$ cat src/rtl/cbm2_bus_sched.sv
// CBM-II bus cycle scheduler: slices clk_sys into 6509 bus cycles with video/CPU halves
// and runs the P2 VIC cycle-steal handshake (BA -> RDY, three grace cycles, AEC).
module cbm2_bus_sched #(
  parameter int CLK_DIV  = 32,
  parameter int SLOT_LEN = 6
) (
  input  logic                       clk_sys,
  input  logic                       reset_n,
  input  logic                       model,
  input  logic                       vic_ba,
  input  logic                       cpu_rnw,
  output logic                       vicPhase,
  output logic                       vidCycle,
  output logic                       cpuCycle,
  output logic                       ram_we,
  output logic                       cpu_ce,
  output logic                       cpu_rdy,
  output logic                       vic_aec,
  output logic [$clog2(CLK_DIV)-1:0] cyc_pos
);

  localparam int CW = $clog2(CLK_DIV);
  localparam logic [CW-1:0] LAST   = CW'(CLK_DIV - 1);
  localparam logic [CW-1:0] HALF   = CW'(CLK_DIV / 2);
  localparam logic [CW-1:0] VID_LO = CW'(1);
  localparam logic [CW-1:0] VID_HI = CW'(SLOT_LEN);
  localparam logic [CW-1:0] CPU_LO = CW'(CLK_DIV / 2 + 1);
  localparam logic [CW-1:0] CPU_HI = CW'(CLK_DIV / 2 + SLOT_LEN);

  typedef enum logic [2:0] {ST_CPU, ST_G1, ST_G2, ST_G3, ST_VIC} steal_e;

  steal_e        state_q, state_d;
  logic [CW-1:0] cnt_q, cnt_d;
  logic          run_q;
  logic          model_q, model_d;
  logic          vid_q, vid_d;
  logic          cpu_q, cpu_d;
  logic          ce_q, ce_d;
  logic          rdy_q, rdy_d;
  logic          aec_q, aec_d;
  logic          boundary;
  logic          in_vid, in_cpu;

  // run_q holds the counter at 0 for the first edge after reset release.
  assign boundary = run_q && (cnt_q == LAST);

  always_comb begin
    // NOTE: every combinational output gets a default first so no path can infer a latch.
    cnt_d   = cnt_q;
    state_d = state_q;
    model_d = model_q;
    if (run_q) cnt_d = (cnt_q == LAST) ? '0 : cnt_q + CW'(1);
    if (boundary) begin
      model_d = model;
      // The newly sampled model also releases the bus at this same boundary.
      if (model || vic_ba) begin
        state_d = ST_CPU;
      end else begin
        case (state_q)
          ST_CPU:  state_d = ST_G1;
          ST_G1:   state_d = ST_G2;
          ST_G2:   state_d = ST_G3;
          ST_G3:   state_d = ST_VIC;
          ST_VIC:  state_d = ST_VIC;
          default: state_d = ST_CPU;
        endcase
      end
    end
  end

  // Strobes are registered from the next count so they line up exactly with cnt.
  always_comb begin
    rdy_d  = (state_d == ST_CPU);
    aec_d  = (state_d != ST_VIC);
    in_vid = (cnt_d >= VID_LO) && (cnt_d <= VID_HI);
    in_cpu = (cnt_d >= CPU_LO) && (cnt_d <= CPU_HI);
    vid_d  = !model_d && (in_vid || (in_cpu && !aec_d));
    cpu_d  = in_cpu && aec_d;
    ce_d   = (cnt_d == LAST) && aec_d;
  end

  // NOTE: sequential state uses non-blocking assignments only; reset is asynchronous.
  always_ff @(posedge clk_sys or negedge reset_n) begin
    if (!reset_n) begin
      cnt_q   <= '0;
      run_q   <= 1'b0;
      state_q <= ST_CPU;
      model_q <= 1'b0;
      vid_q   <= 1'b0;
      cpu_q   <= 1'b0;
      ce_q    <= 1'b0;
      rdy_q   <= 1'b1;
      aec_q   <= 1'b1;
    end else begin
      cnt_q   <= cnt_d;
      run_q   <= 1'b1;
      state_q <= state_d;
      model_q <= model_d;
      vid_q   <= vid_d;
      cpu_q   <= cpu_d;
      ce_q    <= ce_d;
      rdy_q   <= rdy_d;
      aec_q   <= aec_d;
    end
  end

  assign vicPhase = (cnt_q >= HALF);
  assign vidCycle = vid_q;
  assign cpuCycle = cpu_q;
  assign ram_we   = cpu_q && !cpu_rnw;
  assign cpu_ce   = ce_q;
  assign cpu_rdy  = rdy_q;
  assign vic_aec  = aec_q;
  assign cyc_pos  = cnt_q;

endmodule

$ cat config.mk
export PLATFORM = sky130hd
export DESIGN_NAME = cbm2_bus_sched
export DESIGN_NICKNAME = d
export VERILOG_FILES = /design/src/rtl/cbm2_bus_sched.sv
export SDC_FILE = /design/constraint.sdc
export NUM_CORES = 1
export LEC_CHECK = 0
export BUFFER_PORTS_ARGS = -buffer_cell sky130_fd_sc_hd__buf_2
export CAP_MARGIN = 30
export CELL_PAD_IN_SITES_DETAIL_PLACEMENT = 0
export CELL_PAD_IN_SITES_GLOBAL_PLACEMENT = 1
export CORE_MARGIN = 2
export CORE_UTILIZATION = 36
export DETAILED_ROUTE_END_ITERATION = 16
export PLACE_DENSITY_LB_ADDON = 0.1
export REMOVE_ABC_BUFFERS = 1
export SYNTH_ARGS = -nofsm -noshare
export SYNTH_HDL_FRONTEND = slang
export SYNTH_SLANG_ARGS = --single-unit
$ cat constraint.sdc
create_clock -name clk_sys -period 1.86 [get_ports clk_sys]
set_clock_uncertainty 0.2 [all_clocks]
set_input_delay 0.186 -clock clk_sys [delete_from_list [all_inputs] [get_ports clk_sys]]
set_output_delay 0.186 -clock clk_sys [all_outputs]
set_load 0.01 [all_outputs]
; Yosys cells after proc, flatten, opt, wreduce, memory -nomap -nowiden
; Index checks and enable logic that the tools add are counted.
[totals]
regBits = 15
input_bits = 5
output_inout_bits = 12
[classes]
addsub = 1
n_lt_le_gt_ge = 5
eq_ne = 7
muxes = 6
n_reduce_logical = 16
[ops]
columns = cell, count
row1 = $pmux 3 s4, 1
row2 = $eq 5x5->1 const B, 2
row3 = $ge 5x5->1 const B, 2
row4 = $mux 5, 2
row5 = $logic_and 1x1->1, 8
row6 = $eq 3x2->1 const B, 2
row7 = $logic_not 3->1, 2
row8 = $mux 3, 2
row9 = $add 5x1->5 const B, 1
row10 = $ge 5x1->1 const B, 1
row11 = $le 5x3->1 const B, 1
row12 = $le 5x5->1 const B, 1
row13 = $eq 3x1->1 const B, 1
row14 = $eq 3x3->1 const B, 1
row15 = $logic_not 1->1, 3
row16 = $ne 3x3->1 const B, 1
row17 = $logic_or 1x1->1, 2
row18 = $reduce_or 2->1, 1
row19 = $mux 1, 1

; Longest topological paths before layout
[logic_depth]
ltp_word = 10
ltp_mapped = 6
ltp_nobuf = 6

; Worst setup path after synthesis
; No wires, ideal clock.
[synth_timing]
kind = register to register
from = register cnt_q[0], in the netlist cyc_pos[0]
to = register vid_q, in the netlist vidCycle
setup_time_ns = 0.129
arrival_ns = 1.579
required_ns = 1.531
path_slack_ns = -0.049
path_stages_with_launch = 6
n_path_buf = 0
synth_period_minus_slack_ns = 1.909
path_cell_list = dfrtp_1 -> ha_1 -> nand2_4 -> o311a_2 -> o31ai_2 -> a211oi_2
[synth_via]
elab_chain_cells = 8
elab_cells_between_ends = 19
cone_classes = add/sub: 1 / order compare: 4 / eq/ne: 2 / mux: 4 / reduce/logical: 8
[synth_rtl]
columns = item, line_no
row1 = "start, declared", 33  ; logic [CW-1:0] cnt_q, cnt_d;
row2 = "start signal, assigned", 95  ; cnt_q <= cnt_d;
row3 = $add 5x1->5 or $eq 5x5->1 (tied branches), "52, 45"
row4 = $mux 5 or $logic_and 1x1->1 (tied branches), "52, 45"
row5 = $mux 5 or $mux 3 (tied branches), "52, 53"
row6 = $ge 5x5->1 (tied with other cells), 76  ; in_cpu = (cnt_d >= CPU_LO) && (cnt_d <= CPU_HI);
row7 = $logic_and 1x1->1 or $logic_not 1->1 (tied branches), "76, 77"
row8 = $logic_and 1x1->1, 77  ; vid_d = !model_d && (in_vid || (in_cpu && !aec_d));
row9 = $logic_or 1x1->1, 77
row10 = $logic_and 1x1->1 *, 77
row11 = net vid_d, 36  ; logic vid_q, vid_d;
row12 = "end signal, assigned", 99  ; vid_q <= vid_d;
row13 = "end, declared", 36
; The timed path passes the listed nets; every way through them passes the cells marked *.

; Final worst setup path
[layout_timing]
from = register cnt_q[1], in the netlist cyc_pos[1]
to = register cpu_q, in the netlist cpuCycle
[layout_via]
elab_chain_cells = 6
elab_cells_between_ends = 11
cone_classes = add/sub: 1 / order compare: 2 / eq/ne: 2 / mux: 3 / reduce/logical: 3
[layout_rtl]
columns = item, line_no
row1 = $add 5x1->5 or $eq 5x5->1 (tied branches), 52  ; if (run_q) cnt_d = (cnt_q == LAST) ? '0 : cnt_q + CW'(1);
row2 = $mux 5, 52
row3 = $mux 5 *, 52
row4 = net cnt_d[1], 33
row5 = $ge 5x5->1 or $le 5x5->1 (tied branches), 76
row6 = $logic_and 1x1->1 *, 76
row7 = $logic_and 1x1->1 *, 78  ; cpu_d = in_cpu && aec_d;
row8 = net cpu_d, 37  ; logic cpu_q, cpu_d;
row9 = "end signal, assigned", 100  ; cpu_q <= cpu_d;
row10 = "end, declared", 37
; Marked as above.

==> metrics list <==
- DRC violations left: 0
* Clock tree from TritonCTS: yes
- Height of the chip: 50.8 um
* WL/cell: between 10 and 15 um
- Setup violations remaining at the end of the flow were counted as 2.
- Largest voltage drop on the vdd net: 0.673 mV
- Syn. warnings: 0
- For met2 alone, demand over resource in global routing was between 20% and 30%.
* Fraction of registers with async set or reset after synthesis: 100%
* Critical path's largest stage delay: 0.41 ns
- Library cell with the largest summed area after synthesis: sky130_fd_sc_hd__dfrtp_1
* Most instantiated flip-flop cell in the synthesis netlist: sky130_fd_sc_hd__dfrtp_1
- Critical path launch point: cyc_pos[1]$_DFF_PN0_
* Run status: complete, but fails checks
- The global routing stage identified its most utilized layer as met2.
- Area fraction of the dominant cell type after synthesis: slightly above 40%
- Critical path peak fanout: 4
- From synthesis to final layout, the design area changed by 28.1%.
- Number of top-level design ports: 17
- For this design the static power due to leakage is ~0.48 nW.
- Detailed placement finished with a half-perimeter wire length of about 1200 um.
* Floorplan core area: approximately 2000 sq um
- Largest buffer count on any clock path: 2
- Power per cell area: 1370 nW/um^2
- The critical path crosses 6 cells after its start point.
- The final number of max-transition violations was 0.
- The detailed router finished its first iteration with 10 violations.
- Worst setup path category: flip-flop to flip-flop
- Pre-Repair DR Iteration Count: 4
- Maxcap violations: 0
- Antenna violations before repair: 0
* Syn Area/Cell: approximately 11 sq um
* Most used standard cells in the synthesized netlist: sky130_fd_sc_hd__dfrtp_1 (13), sky130_fd_sc_hd__nand2_1 (8), sky130_fd_sc_hd__nor2_1 (7)
- Based on the critical path, the design can be clocked at up to approximately 530 MHz.
- Final Hold Slack: around 0.012 ns
- Area of the mapped netlist: 787 sq um
* Failing checks: negative setup slack
* Number of enable flip-flop cells after synthesis: 0
* Clock slew at reported path FFs: ~0.090 ns
- Buffers on Ports: 16
- The startpoint identified for the worst register-to-register timing path is cyc_pos[1]$_DFF_PN0_.
- Via density: 4.95
- For met3 alone, demand over resource in global routing was 2.98%.
* RSZ-0062 raised after global routing: yes
- The worst setup path is launched from a flip-flop.
- Number of clock buffers inserted by TritonCTS: 3
* Critical Path End: cpuCycle$_DFF_PN0_
* Bufs and invs on worst path: 1
- Top cells by area, synth: sky130_fd_sc_hd__dfrtp_1 (41%), sky130_fd_sc_hd__dfstp_2 (6.7%), sky130_fd_sc_hd__nand2_1 (3.8%)
- By instance count, the leading cell after synthesis is sky130_fd_sc_hd__dfrtp_1.
- Area of the die: between 2000 and 3000 sq um
- CTS built an H-tree with a depth of 1.
- Routability-driven placement congestion ratio: between 0.7 and 0.8
- Vias after detailed routing: about 630
- Starting density of the core: 39.3%
* Clock period minus final worst setup slack: approximately 1.9 ns
- The worst register-to-register path ends at cpuCycle$_DFF_PN0_.
- ANT cells: 0
- Maximum number of pins on one net before global-route repair: 16
* Detailed-route wire length: approximately 1600 um
* Met1 layer usage reported by global route: 20.6%
- The worst register-to-register path has a depth of 6.
- Net total in the final layout: between 100 and 150
- For this run the aggregate overflow at the end of global routing stands at 0.
- On the critical path, the stage with the largest delay is an instance of sky130_fd_sc_hd__dfrtp_1.
* Clock sink total: 15
- Final worst path period share: 102%
- Final WS setup: -0.0284 ns
- Global routing used approximately 15% of the available tracks.
- In the final layout, the share of cells above drive strength 1 is 41.0%.
- Number of global-route vias before repair: 608
- Standard-cell rows: 16
- Die outline width: 50.8 um
- The synthesized design contains 15 register bits.
* Path class of the lowest-slack min-delay path: input port to flip-flop
- Final Util: 50.4%
- Mapped Cells: 72
- Latest clock arrival within the worst-skew pair: between 0.2 and 0.3 ns
* Seq/Total Area, Yosys: between 40% and 50%
- Crit-path leading delay family: multiplexers
* Worst setup slack for register-to-register paths: -0.03 ns
- Cell variety after synth: 34
- Worst EP arrival: roughly 1.8 ns
- The first global-routing pass estimated 2840 um of wire.
- The tree is rooted in a sky130_fd_sc_hd__clkbuf_4.
- The signal on the critical path passes through inv_1 > ha_1 > mux2_4 > a211o_1 > mux2i_2 > nor4_1.
* Required time of the critical path: about 1.8 ns
* Number of nets with antenna violations after routing: 0
- Final Hold Fails: 0
- The worst setup path is captured at a flip-flop.
[cells in the final DEF, fill, tap and decap left out, types with 2 or more instances in the layout]
master,instances
sky130_fd_sc_hd__clkbuf_4,3
sky130_fd_sc_hd__dfstp_2,2
sky130_fd_sc_hd__buf_4,8
sky130_fd_sc_hd__dfrtp_1,13
sky130_fd_sc_hd__nor2b_1,3
sky130_fd_sc_hd__nand2_1,8
sky130_fd_sc_hd__buf_2,16
sky130_fd_sc_hd__nand4_1,3
sky130_fd_sc_hd__xor2_1,2
sky130_fd_sc_hd__o21ai_0,4
sky130_fd_sc_hd__xnor2_1,2
sky130_fd_sc_hd__mux2_4,2
sky130_fd_sc_hd__ha_1,2
sky130_fd_sc_hd__nor2_1,7
sky130_fd_sc_hd__inv_1,3
[how the worst min path moves through the flow]
stage | startpoint | endpoint | slack (ns) | depth (start not counted)
4_1_cts | model | model_q$_DFF_PN0_ | 0.006 | 2
6_report | model | model_q$_DFF_PN0_ | 0.01 | 2
2_1_floorplan | reset_n | cpuCycle$_DFF_PN0_ | -0.31 | 0
3_5_place_dp | reset_n | cyc_pos[0]$_DFF_PN0_ | -0.1 | 1
5_1_grt | model | model_q$_DFF_PN0_ | 0.0009 | 2
3_3_place_gp | reset_n | cyc_pos[0]$_DFF_PN0_ | -0.09 | 1
[repair_timing]
action / CTS / global route
pin swaps: 1 / 0
endpoints found under the hold margin: 15 / 0
setup endpoints to repair: 2 / 3
setup buffers: 2 / 0
hold buffers: 1 / 0
resized for setup: 2 / 1
[area by class of cell]
cell class | count | area, sq um
Timing Repair Buffer | 25 | 150
Multi-Input combinational cell | 53 | 409
Sequential cell | 15 | 378
Tap cell | 27 | 33.8
Fill cell | 188 | 993
Inverter | 3 | 11.3
Clock buffer | 4 | 26.3
[routing by layer]
metal,vias to the layer above,wire [um]
li1,310,-
met1,295,809
met2,18,671
met3,6,74
met4,0,42
met5,-,0
[metrics by stage]
stage / std cells / TNS, ns / power (mW) / instance area [sq um] / setup slack, ns
5_1_grt: 127 / -0.187 / 1.49 / 1010 / -0.0804
2_1_floorplan: 71 / -0.0847 / 0.900 / 783 / -0.0486
6_report: 127 / -0.0434 / 1.38 / 1010 / -0.0284
3_5_place_dp: 120 / -0.0622 / 1.14 / 942 / -0.0414
4_1_cts: 127 / 0 / 1.37 / 1000 / 0.00189
3_3_place_gp: 120 / -0.0321 / 1.14 / 942 / -0.0321
[sequential cells by signal (all words and copies together), names as in the netlist]
register	flops
vic_aec	1
cpu_ce	1
model_q	1
cyc_pos	5
cpuCycle	1
vidCycle	1
cpu_rdy	1
state_q	3
run_q	1
[power breakdown]
group	total (mW)	internal (mW)	switching, mW
registers	0.549	0.443	0.106
logic	0.645	0.316	0.330
clock network	0.184	0.0832	0.100
[kinds of logic (layout without fill, tap and decap cells)]
kind of cell,count (synthesis),in the layout,share of synthesized area (%)
and+or+nand+nor,31,31,24.8
DFF,15,15,48.0
AOI/OAI and AO/OA,12,12,12.6
xor gates and xnor gates,4,4,4.45
buffers and inverters,4,32,1.91
muxes,3,3,4.61
adders and majority gates,2,2,3.18
other,1,1,0.476
(Power assumes the default switching activity.)
